### src/rtl/dmem_pkg.sv
// Shared types and helpers for the parametrised data memory.
package dmem_pkg;

    typedef enum logic {
        INIT = 1'b0,
        IDLE = 1'b1
    } dmem_state_e;

    // Fill patterns selectable through INIT_MODE.
    localparam int INIT_INDEX = 0;
    localparam int INIT_ZERO  = 1;

    // Widest word the strobe merge handles. Callers zero-extend to this
    // width and keep only their own DATA_WIDTH bits of the result.
    localparam int DMEM_MAX_W = 128;
    localparam int DMEM_MAX_B = DMEM_MAX_W / 8;

    // Byte k of the result comes from new_w when be[k] is set, else from old_w.
    function automatic logic [DMEM_MAX_W-1:0] byte_merge(
        input logic [DMEM_MAX_W-1:0] old_w,
        input logic [DMEM_MAX_W-1:0] new_w,
        input logic [DMEM_MAX_B-1:0] be
    );
        logic [DMEM_MAX_W-1:0] r;
        r = old_w;
        for (int k = 0; k < DMEM_MAX_B; k++) begin
            if (be[k]) r[8*k +: 8] = new_w[8*k +: 8];
        end
        return r;
    endfunction

endpackage

### src/rtl/dmem_init_sweeper.sv
// Post-reset initialisation sweep: walks every implemented word address once,
// one word per cycle, then parks in IDLE and reports memReady.
module dmem_init_sweeper
    import dmem_pkg::*;
#(
    parameter int DATA_WIDTH        = 8,
    parameter int ADDR_WIDTH        = 8,
    parameter int LOWER_DMEM_LIMIT  = 0,
    parameter int HIGHER_DMEM_LIMIT = 255,
    parameter int INIT_MODE         = INIT_INDEX
) (
    input  logic                  clk,
    input  logic                  reset,
    output logic                  initWrEn,
    output logic [ADDR_WIDTH-1:0] initAddr,
    output logic [DATA_WIDTH-1:0] initData,
    output logic                  memReady
);

    localparam logic [ADDR_WIDTH-1:0] LO_A = ADDR_WIDTH'(LOWER_DMEM_LIMIT);
    localparam logic [ADDR_WIDTH-1:0] HI_A = ADDR_WIDTH'(HIGHER_DMEM_LIMIT);

    dmem_state_e           state_q;
    logic [ADDR_WIDTH-1:0] initPtr_q;
    logic                  ready_q;

    // FSM: INIT sweeps LO..HI, leaving on the cycle that writes HI; IDLE holds until reset.
    always_ff @(posedge clk) begin
        if (reset) begin
            state_q   <= INIT;
            initPtr_q <= LO_A;
            ready_q   <= 1'b0;
        end else begin
            case (state_q)
                INIT: begin
                    initPtr_q <= initPtr_q + 1'b1;
                    if (initPtr_q == HI_A) begin
                        state_q <= IDLE;
                        ready_q <= 1'b1;
                    end
                end
                IDLE: begin
                    ready_q <= 1'b1;
                end
                default: begin
                    state_q <= INIT;
                    ready_q <= 1'b0;
                end
            endcase
        end
    end

    assign initWrEn = (state_q == INIT);
    assign initAddr = initPtr_q;
    assign memReady = ready_q;

    // Fill word: the address zero-extended or truncated, or all zeros.
    for (genvar i = 0; i < DATA_WIDTH; i++) begin : g_fill
        if (INIT_MODE == INIT_INDEX && i < ADDR_WIDTH) begin : g_idx
            assign initData[i] = initPtr_q[i];
        end else begin : g_zero
            assign initData[i] = 1'b0;
        end
    end

endmodule

### src/rtl/data_memory_sweep.sv
// Parametrised data memory with byte strobes, registered reads, range check
// and a post-reset initialisation sweep that gates user access.
module data_memory_sweep
    import dmem_pkg::*;
#(
    parameter int DATA_WIDTH        = 8,
    parameter int ADDR_WIDTH        = 8,
    parameter int LOWER_DMEM_LIMIT  = 0,
    parameter int HIGHER_DMEM_LIMIT = 255,
    parameter int INIT_MODE         = INIT_INDEX
) (
    input  logic                    clk,
    input  logic                    reset,
    input  logic                    sigMemRead,
    input  logic                    sigMemWrite,
    input  logic [ADDR_WIDTH-1:0]   dataAddress,
    input  logic [DATA_WIDTH-1:0]   writeData,
    input  logic [DATA_WIDTH/8-1:0] byteEnable,
    output logic [DATA_WIDTH-1:0]   readData,
    output logic                    readValid,
    output logic                    memReady,
    output logic                    addrError
);

    localparam int BE_W  = DATA_WIDTH / 8;
    localparam int DEPTH = HIGHER_DMEM_LIMIT - LOWER_DMEM_LIMIT + 1;
    localparam int IW    = (DEPTH > 1) ? $clog2(DEPTH) : 1;

    localparam logic [ADDR_WIDTH-1:0] LO_A = ADDR_WIDTH'(LOWER_DMEM_LIMIT);
    localparam logic [ADDR_WIDTH-1:0] HI_A = ADDR_WIDTH'(HIGHER_DMEM_LIMIT);

    // Array is indexed by offset from LOWER_DMEM_LIMIT.
    logic [DATA_WIDTH-1:0] mem_q [2**IW];

    logic                  initWrEn;
    logic [ADDR_WIDTH-1:0] initAddr;
    logic [DATA_WIDTH-1:0] initData;

    logic                  readValid_q;
    logic                  addrError_q;
    logic [DATA_WIDTH-1:0] readData_q;

    dmem_init_sweeper #(
        .DATA_WIDTH       (DATA_WIDTH),
        .ADDR_WIDTH       (ADDR_WIDTH),
        .LOWER_DMEM_LIMIT (LOWER_DMEM_LIMIT),
        .HIGHER_DMEM_LIMIT(HIGHER_DMEM_LIMIT),
        .INIT_MODE        (INIT_MODE)
    ) u_sweeper (
        .clk     (clk),
        .reset   (reset),
        .initWrEn(initWrEn),
        .initAddr(initAddr),
        .initData(initData),
        .memReady(memReady)
    );

    // Range check by borrow bits, which avoids constant-folded compares
    // when a limit sits at the edge of the address space.
    logic                  belowLo;
    logic                  aboveHi;
    logic [ADDR_WIDTH-1:0] userOff;
    logic [ADDR_WIDTH-1:0] hiDiff;
    logic [ADDR_WIDTH-1:0] initOff;
    logic                  inRange;

    assign {belowLo, userOff} = {1'b0, dataAddress} - {1'b0, LO_A};
    assign {aboveHi, hiDiff}  = {1'b0, HI_A} - {1'b0, dataAddress};
    assign initOff            = initAddr - LO_A;
    assign inRange            = !belowLo && !aboveHi;

    logic [IW-1:0] userIdx;
    logic [IW-1:0] initIdx;
    assign userIdx = userOff[IW-1:0];
    assign initIdx = initOff[IW-1:0];

    // Strobed merge of the user write into the currently stored word.
    logic [DMEM_MAX_W-1:0] oldExt;
    logic [DMEM_MAX_W-1:0] newExt;
    logic [DMEM_MAX_B-1:0] beExt;
    logic [DMEM_MAX_W-1:0] mergedExt;

    // Zero-extend the operands to the helper's fixed width.
    always_comb begin
        oldExt                 = '0;
        newExt                 = '0;
        beExt                  = '0;
        oldExt[DATA_WIDTH-1:0] = mem_q[userIdx];
        newExt[DATA_WIDTH-1:0] = writeData;
        beExt[BE_W-1:0]        = byteEnable;
    end

    assign mergedExt = byte_merge(oldExt, newExt, beExt);

    // Write port mux: the sweeper owns the array until memReady; the two
    // never overlap because user writes require memReady.
    logic                  userWr;
    logic                  wrEn;
    logic [IW-1:0]         wrIdx;
    logic [DATA_WIDTH-1:0] wrWord;

    assign userWr = !reset && memReady && sigMemWrite && inRange;

    // Select between sweep fill and merged user write.
    always_comb begin
        wrEn   = userWr || (!reset && initWrEn);
        wrIdx  = userIdx;
        wrWord = mergedExt[DATA_WIDTH-1:0];
        if (initWrEn) begin
            wrIdx  = initIdx;
            wrWord = initData;
        end
    end

    // Array storage; reset only restarts the sweep, it never clears in one cycle.
    always_ff @(posedge clk) begin
        if (wrEn) mem_q[wrIdx] <= wrWord;
    end

    // Registered read, valid pulse and range-error pulse.
    always_ff @(posedge clk) begin
        if (reset) begin
            readData_q  <= '0;
            readValid_q <= 1'b0;
            addrError_q <= 1'b0;
        end else begin
            readValid_q <= 1'b0;
            addrError_q <= 1'b0;
            if (memReady) begin
                if (inRange) begin
                    if (sigMemRead) begin
                        readData_q  <= mem_q[userIdx];
                        readValid_q <= 1'b1;
                    end
                end else if (sigMemRead || sigMemWrite) begin
                    addrError_q <= 1'b1;
                    if (sigMemRead) begin
                        readData_q  <= '0;
                        readValid_q <= 1'b1;
                    end
                end
            end
        end
    end

    assign readData  = readData_q;
    assign readValid = readValid_q;
    assign addrError = addrError_q;

    // Bits of the offset arithmetic and merge width that are not needed.
    logic unusedBits;
    assign unusedBits = ^{hiDiff, userOff, initOff, mergedExt};

endmodule

### config.mk
export PLATFORM = sky130hd
export DESIGN_NAME = data_memory_sweep
export DESIGN_NICKNAME = d
export VERILOG_FILES = /design/src/rtl/dmem_pkg.sv /design/src/rtl/dmem_init_sweeper.sv /design/src/rtl/data_memory_sweep.sv
export SDC_FILE = /design/constraint.sdc
export NUM_CORES = 2
export LEC_CHECK = 0
export ABC_AREA = 1
export CORE_ASPECT_RATIO = 0.5
export CORE_MARGIN = 5
export CORE_UTILIZATION = 55
export DETAILED_ROUTE_END_ITERATION = 8
export PLACE_DENSITY = 0.69
export SETUP_SLACK_MARGIN = 0.4
export SYNTH_ARGS = -nofsm -noshare
export SYNTH_HDL_FRONTEND = slang
export SYNTH_SLANG_ARGS = --single-unit
### constraint.sdc
create_clock -name clk -period 14.6 [get_ports clk]
set_input_delay 2.19 -clock clk [delete_from_list [all_inputs] [get_ports clk]]
set_output_delay 2.19 -clock clk [all_outputs]
set_load 0.005 [all_outputs]
# ---- Word level (Yosys, flattened, before mapping)
# Memory sizes are Yosys's and may differ from the RTL's.
# Index checks and enable logic that the tools add are counted.
dict set report word_totals {
  in_bits 21
  memories 1
  mem_bits_rw 2048
  regBits 20
  out_inout_bits 11
  word_cells 45
}
# memory depth width read_ports rd_clocked_by_memory_dff write_ports line
set mem_list {}
lappend mem_list {mem_q 256 8 1 0 1 data_memory_sweep.sv:33} ;# logic [DATA_WIDTH-1:0] mem_q [2**IW];
dict set report classes {
  mux 17
  reduce_logical 12
  n_eq_ne 4
  addsub 2
  bitwise_logic 3
}
# operator n
set ops {}
lappend ops {{2-to-1 mux 8 bit} 7}
lappend ops {{2-to-1 mux 1 bit} 9}
lappend ops {{subtractor 8 x 8 -> 9 bit, first input constant} 1}
lappend ops {{adder 8 x 1 -> 8 bit, second input constant} 1}
lappend ops {{== test 8 bit, second input constant} 1}
lappend ops {{logical AND 1 bit} 4}
lappend ops {{inequality test 2 x 1 -> 1 bit, second input constant} 2}
lappend ops {{AND reduction 4 bit} 1}
lappend ops {{inverter 1 bit} 3}
lappend ops {{OR reduction 3 bit} 1}
lappend ops {{logical NOT 1 bit} 2}
lappend ops {{logical OR 1 bit} 2}
lappend ops {{inequality test 2 bit, second input constant} 1}
lappend ops {{one-hot mux 1 bit (2 select lines)} 1}
lappend ops {{nonzero test 2 bit} 1}
lappend ops {{OR reduction 2 bit} 1}

# ---- Longest topological paths before layout
dict set report depth {
  ltp_word 7
  ltp_mapped 17
}

# ---- Hierarchy
# Synthesis repeated with hierarchy kept, for this count alone.
dict set report unflattened {
  cells_unflattened 7113
  area_unflattened_um2 83620.2
}
# mod area_per_inst_um2 instances cells_per_inst
set modules_own_cells {}
lappend modules_own_cells {data_memory_sweep 83099.7 1 7039}
lappend modules_own_cells {dmem_init_sweeper 520.5 1 74}

# ---- Worst setup path before layout
# No wires, ideal clock.
dict set report synth_path {
  path_kind {input-to-reg}
  start {input port dataAddress[0]}
  end {memory mem_q[0][3] (data pin)}
  slack_ns 7.263
  t_arrival_ns 6.512
  path_buffers 4
  setup_ns 0.825
  path_stages 17
  cell_sequence {buf_4 inv_4 buf_6 buf_6 buf_2 nand2_1 nand3_1 nand3_1 nand3_1 nand3_1 nand3_1 nand3_1 nand3_1 nand2_1 nand2_1 nand2_1 nand2_1}
}
dict set report synth_via {
  elab_chain_cells 3
}
# item line
set synth_lines {}
lappend synth_lines {{start: declaration} data_memory_sweep.sv:16} ;# input logic [ADDR_WIDTH-1:0] dataAddress,
lappend synth_lines {{memory (256 x 8 bit)} -}
lappend synth_lines {{2-to-1 mux 8 bit} dmem_pkg.sv:27} ;# if (be[k]) r[8*k +: 8] = new_w[8*k +: 8];
lappend synth_lines {{2-to-1 mux 8 bit} data_memory_sweep.sv:109} ;# if (initWrEn) begin
lappend synth_lines {{named net wrWord[3]} data_memory_sweep.sv:100} ;# logic [DATA_WIDTH-1:0] wrWord;
lappend synth_lines {{end: declaration} data_memory_sweep.sv:33}
# The timed path passes the listed nets, and every way through them passes these cells.

# ---- Worst setup path after layout
dict set report layout_path {
  start {input port dataAddress[0]}
  end {memory mem_q[234][0] (data pin)}
}
# Same word-level chain as after synthesis.

==> flow_summary.toml <==
[worst_setup_path]
critical_path_arrival_ns = 8.15
worstReg2RegEnd = "mem_q[82][5]$_DFFE_PP_"
path_buf_inv = 5
r2r-start = "u_sweeper.state_q$_SDFF_PP0_"
cpPeakStageDelay_ns = 0.81
r2r_cells = 8
cp-end-kind = "flip-flop"
crit_family = "buffers and inverters"
r2r_slack_ns = 9.92
cp.required_ns = 15.07
crit_type = "input pin to flip-flop"
critical_path.startpoint = "dataAddress[0]"
path_cells = "buf_8, inv_16, buf_4, nand2_1, nand3_1, nand3_1, nand3_1, nand3_1, nand3_1, nand3_1, nand3_1, nand2_1, nand2_1, nand2_1, nand2_4, buf_4, buf_4"
critPathMostFrequentCell = "nand3_1"
cp_slowest_cell = "buf_4"
startpoint_type = "input pin"
cp_max_fo = 202

[timing]
fmax_mhz = 130
finalMaxSlewViolations = 0
setup_viol = 0
fin_tns_setup_ns = 0
relSlewSlack = 0.143
tightestPinTransition_ns = 1.28
fin_worst_skew_ns = 0.0421
finalCritPeriodShare = 0.527
period_minus_slack_ns = 7.69
rsz0062_at_grt = "false"
hold_violations = 0

[power_and_ir_drop]
ir_worst_vdd_mv = 0.0987
leakage_nw = 31.4
power_per_cell_area_nw_per_um2 = 129
p_total_w = 0.0117

[finish]
drive_gt1_frac = 0.0487
stdcell_count = 9031
final_core_util = 0.598
nets = 6906
synthToLayoutAreaGrowth_pct = 8.04

[detailed_routing]
drt-wirelength-per-cell_um = 24.5
drtAntennaViolNets = 0
vias = 55100
drt_wl_total_mm = 221
drc_errors = 0
drt_iter0_markers = 7546
firstDrtPassIters = 7
viasPerCell = 6.10

[cts]
clk_latency_ns = 0.82
root_buffer = "clkbuf_16"
cts_hold_buf = 0
cts_resized = 0
clock_sinks = 2067
cts.clk_slew.worst_paths_ns = 0.06
clk_path_buf_depth = 3
ctsHtreeMaxLevel = 4
post_cts_buffers = 0
numCtsBuffers = 175
cts_tree = "done"

[placement]
place_congestion = 0.872
placedCellCount = 8715
dp_hpwl_mm = 119
port_buffers = 30

[yosys]
synth.top_cell.area_share = 0.733
ys_seq_elements = 2067
avgSynthCellArea_um2 = 11.8
synth_top_cell_by_area = "edfxtp_1"
synth_area_um2 = 83900
ys_top_cells_by_area = "edfxtp_1, nand3_1, nand2_1"
ys_types = 27
yosys_warnings = 0
netlist_instances = 7093
mappedNetlistNets = 7115
ys_seq_area_frac = 0.738

[floorplan]
die-width_um = 562
die_height_um = 286
boundaryPins = 32
coreArea_um2 = 152000
num_rows = 101
start_util = 0.553
dieArea_um2 = 161000

[min_path]
whs_path_depth = 1
worstHoldEndpoint = "u_sweeper.initAddr[3]$_SDFFE_PP0N_"
hp-class = "flip-flop to flip-flop"
min_from = "u_sweeper.initAddr[3]$_SDFFE_PP0N_"

[global_routing]
grt_pass1_wl_mm = 330
antenna_found_initial = 4
grt_usage = 0.271
grt_pass1_vias = 51000
grt.overflow.total = 0
grt_max_degree = 203

[run_status]
status = "completed"

[job]
cap_violations = 0
## power by group
part / internal (W) / switching [W] / total [W]
clock network: 0.00240 / 0.00213 / 0.00453
logic: 0.000157 / 0.000503 / 0.000660
registers: 0.00648 / 0.00000182 / 0.00649
total: 0.00904 / 0.00264 / 0.0117
## layout make-up
class                      instances  area, um2
sequential                      2067      61900
fill                           11700      61000
multi-input combinational       4504      19700
clock buffer                     222       4640
tap                             2008       2510
timing repair buffer             102       1040
clock inverter                    93        724
inverter                          34        161
antenna                            1       2.50
## per-stage QoR
step | hold WS, ns | setup slack, ns | instance area (um2)
2_1_floorplan | 0.455 | 7.26 | 83900
3_3_place_gp | 0.474 | 6.39 | 85300
3_5_place_dp | 0.511 | 6.40 | 85300
4_1_cts | 0.511 | 7.23 | 90600
5_1_grt | 0.546 | 6.66 | 90600
6_report | 0.511 | 6.91 | 90600
## registers in the layout, indices dropped and copies added, names as in the netlist
signal,flops
readData,8
mem_q,2048
readValid,1
u_sweeper.initAddr,8
u_sweeper.memReady,1
u_sweeper.state_q,1
## synth_stat cells
cell and number:
a211oi_1 1, buf_2 294, buf_1 55, nand3_1 2039
nand2_1 2121, conb_1 1, nand3_2 2, inv_2 5
buf_6 6, nor2_1 296, a21oi_1 17, inv_1 28
nor3_1 3, buf_4 21, inv_4 1, nand4_1 1
nor2_2 1, a21oi_2 1, clkbuf_1 112, o21ai_1 1
dfxtp_1 19, a31oi_1 1, ha_1 1, o21ai_2 2
o21ai_0 14, nor3_2 2, edfxtp_1 2048
## cells by family after synthesis
logic type,after synthesis,share of synthesized area
and+or+nand+nor,4465,0.231
DFF,2067,0.738
buffers and inverters,522,0.0292
AOI/OAI and AO/OA,37,0.00239
adders and majority gates,1,0.000149
other,1,0.0000447
## per-layer routing
layer,global-route usage,wire (um)
met4,0.0890,6690
met3,0.0566,25200
met1,0.402,89700
met2,0.404,99400
met5,0,9
## placed cells by master (no fill, tap or decap), drive strengths merged, types with 2 or more instances in the layout
| cell type | count |
|---|---|
| nand3 | 2041 |
| nand2 | 2121 |
| clkinvlp | 2 |
| nor2 | 297 |
| clkinv | 80 |
| clkbuf | 222 |
| dfxtp | 19 |
| o21ai | 17 |
| buf | 78 |
| bufinv | 8 |
| edfxtp | 2048 |
| a21oi | 18 |
| nor3 | 5 |
| clkdlybuf4s50 | 24 |
| inv | 37 |
## worst max-delay path by stage
stage	end	slack, ns	cells past startpoint
floorplan	mem_q[0][3]$_DFFE_PP_	7.26	17
global placement	mem_q[86][0]$_DFFE_PP_	6.39	17
detailed placement	mem_q[86][0]$_DFFE_PP_	6.40	17
CTS	mem_q[65][0]$_DFFE_PP_	7.23	17
global route	mem_q[67][0]$_DFFE_PP_	6.66	17
finish	mem_q[234][0]$_DFFE_PP_	6.91	17
Note: power is estimated with default switching activity, not from simulation.
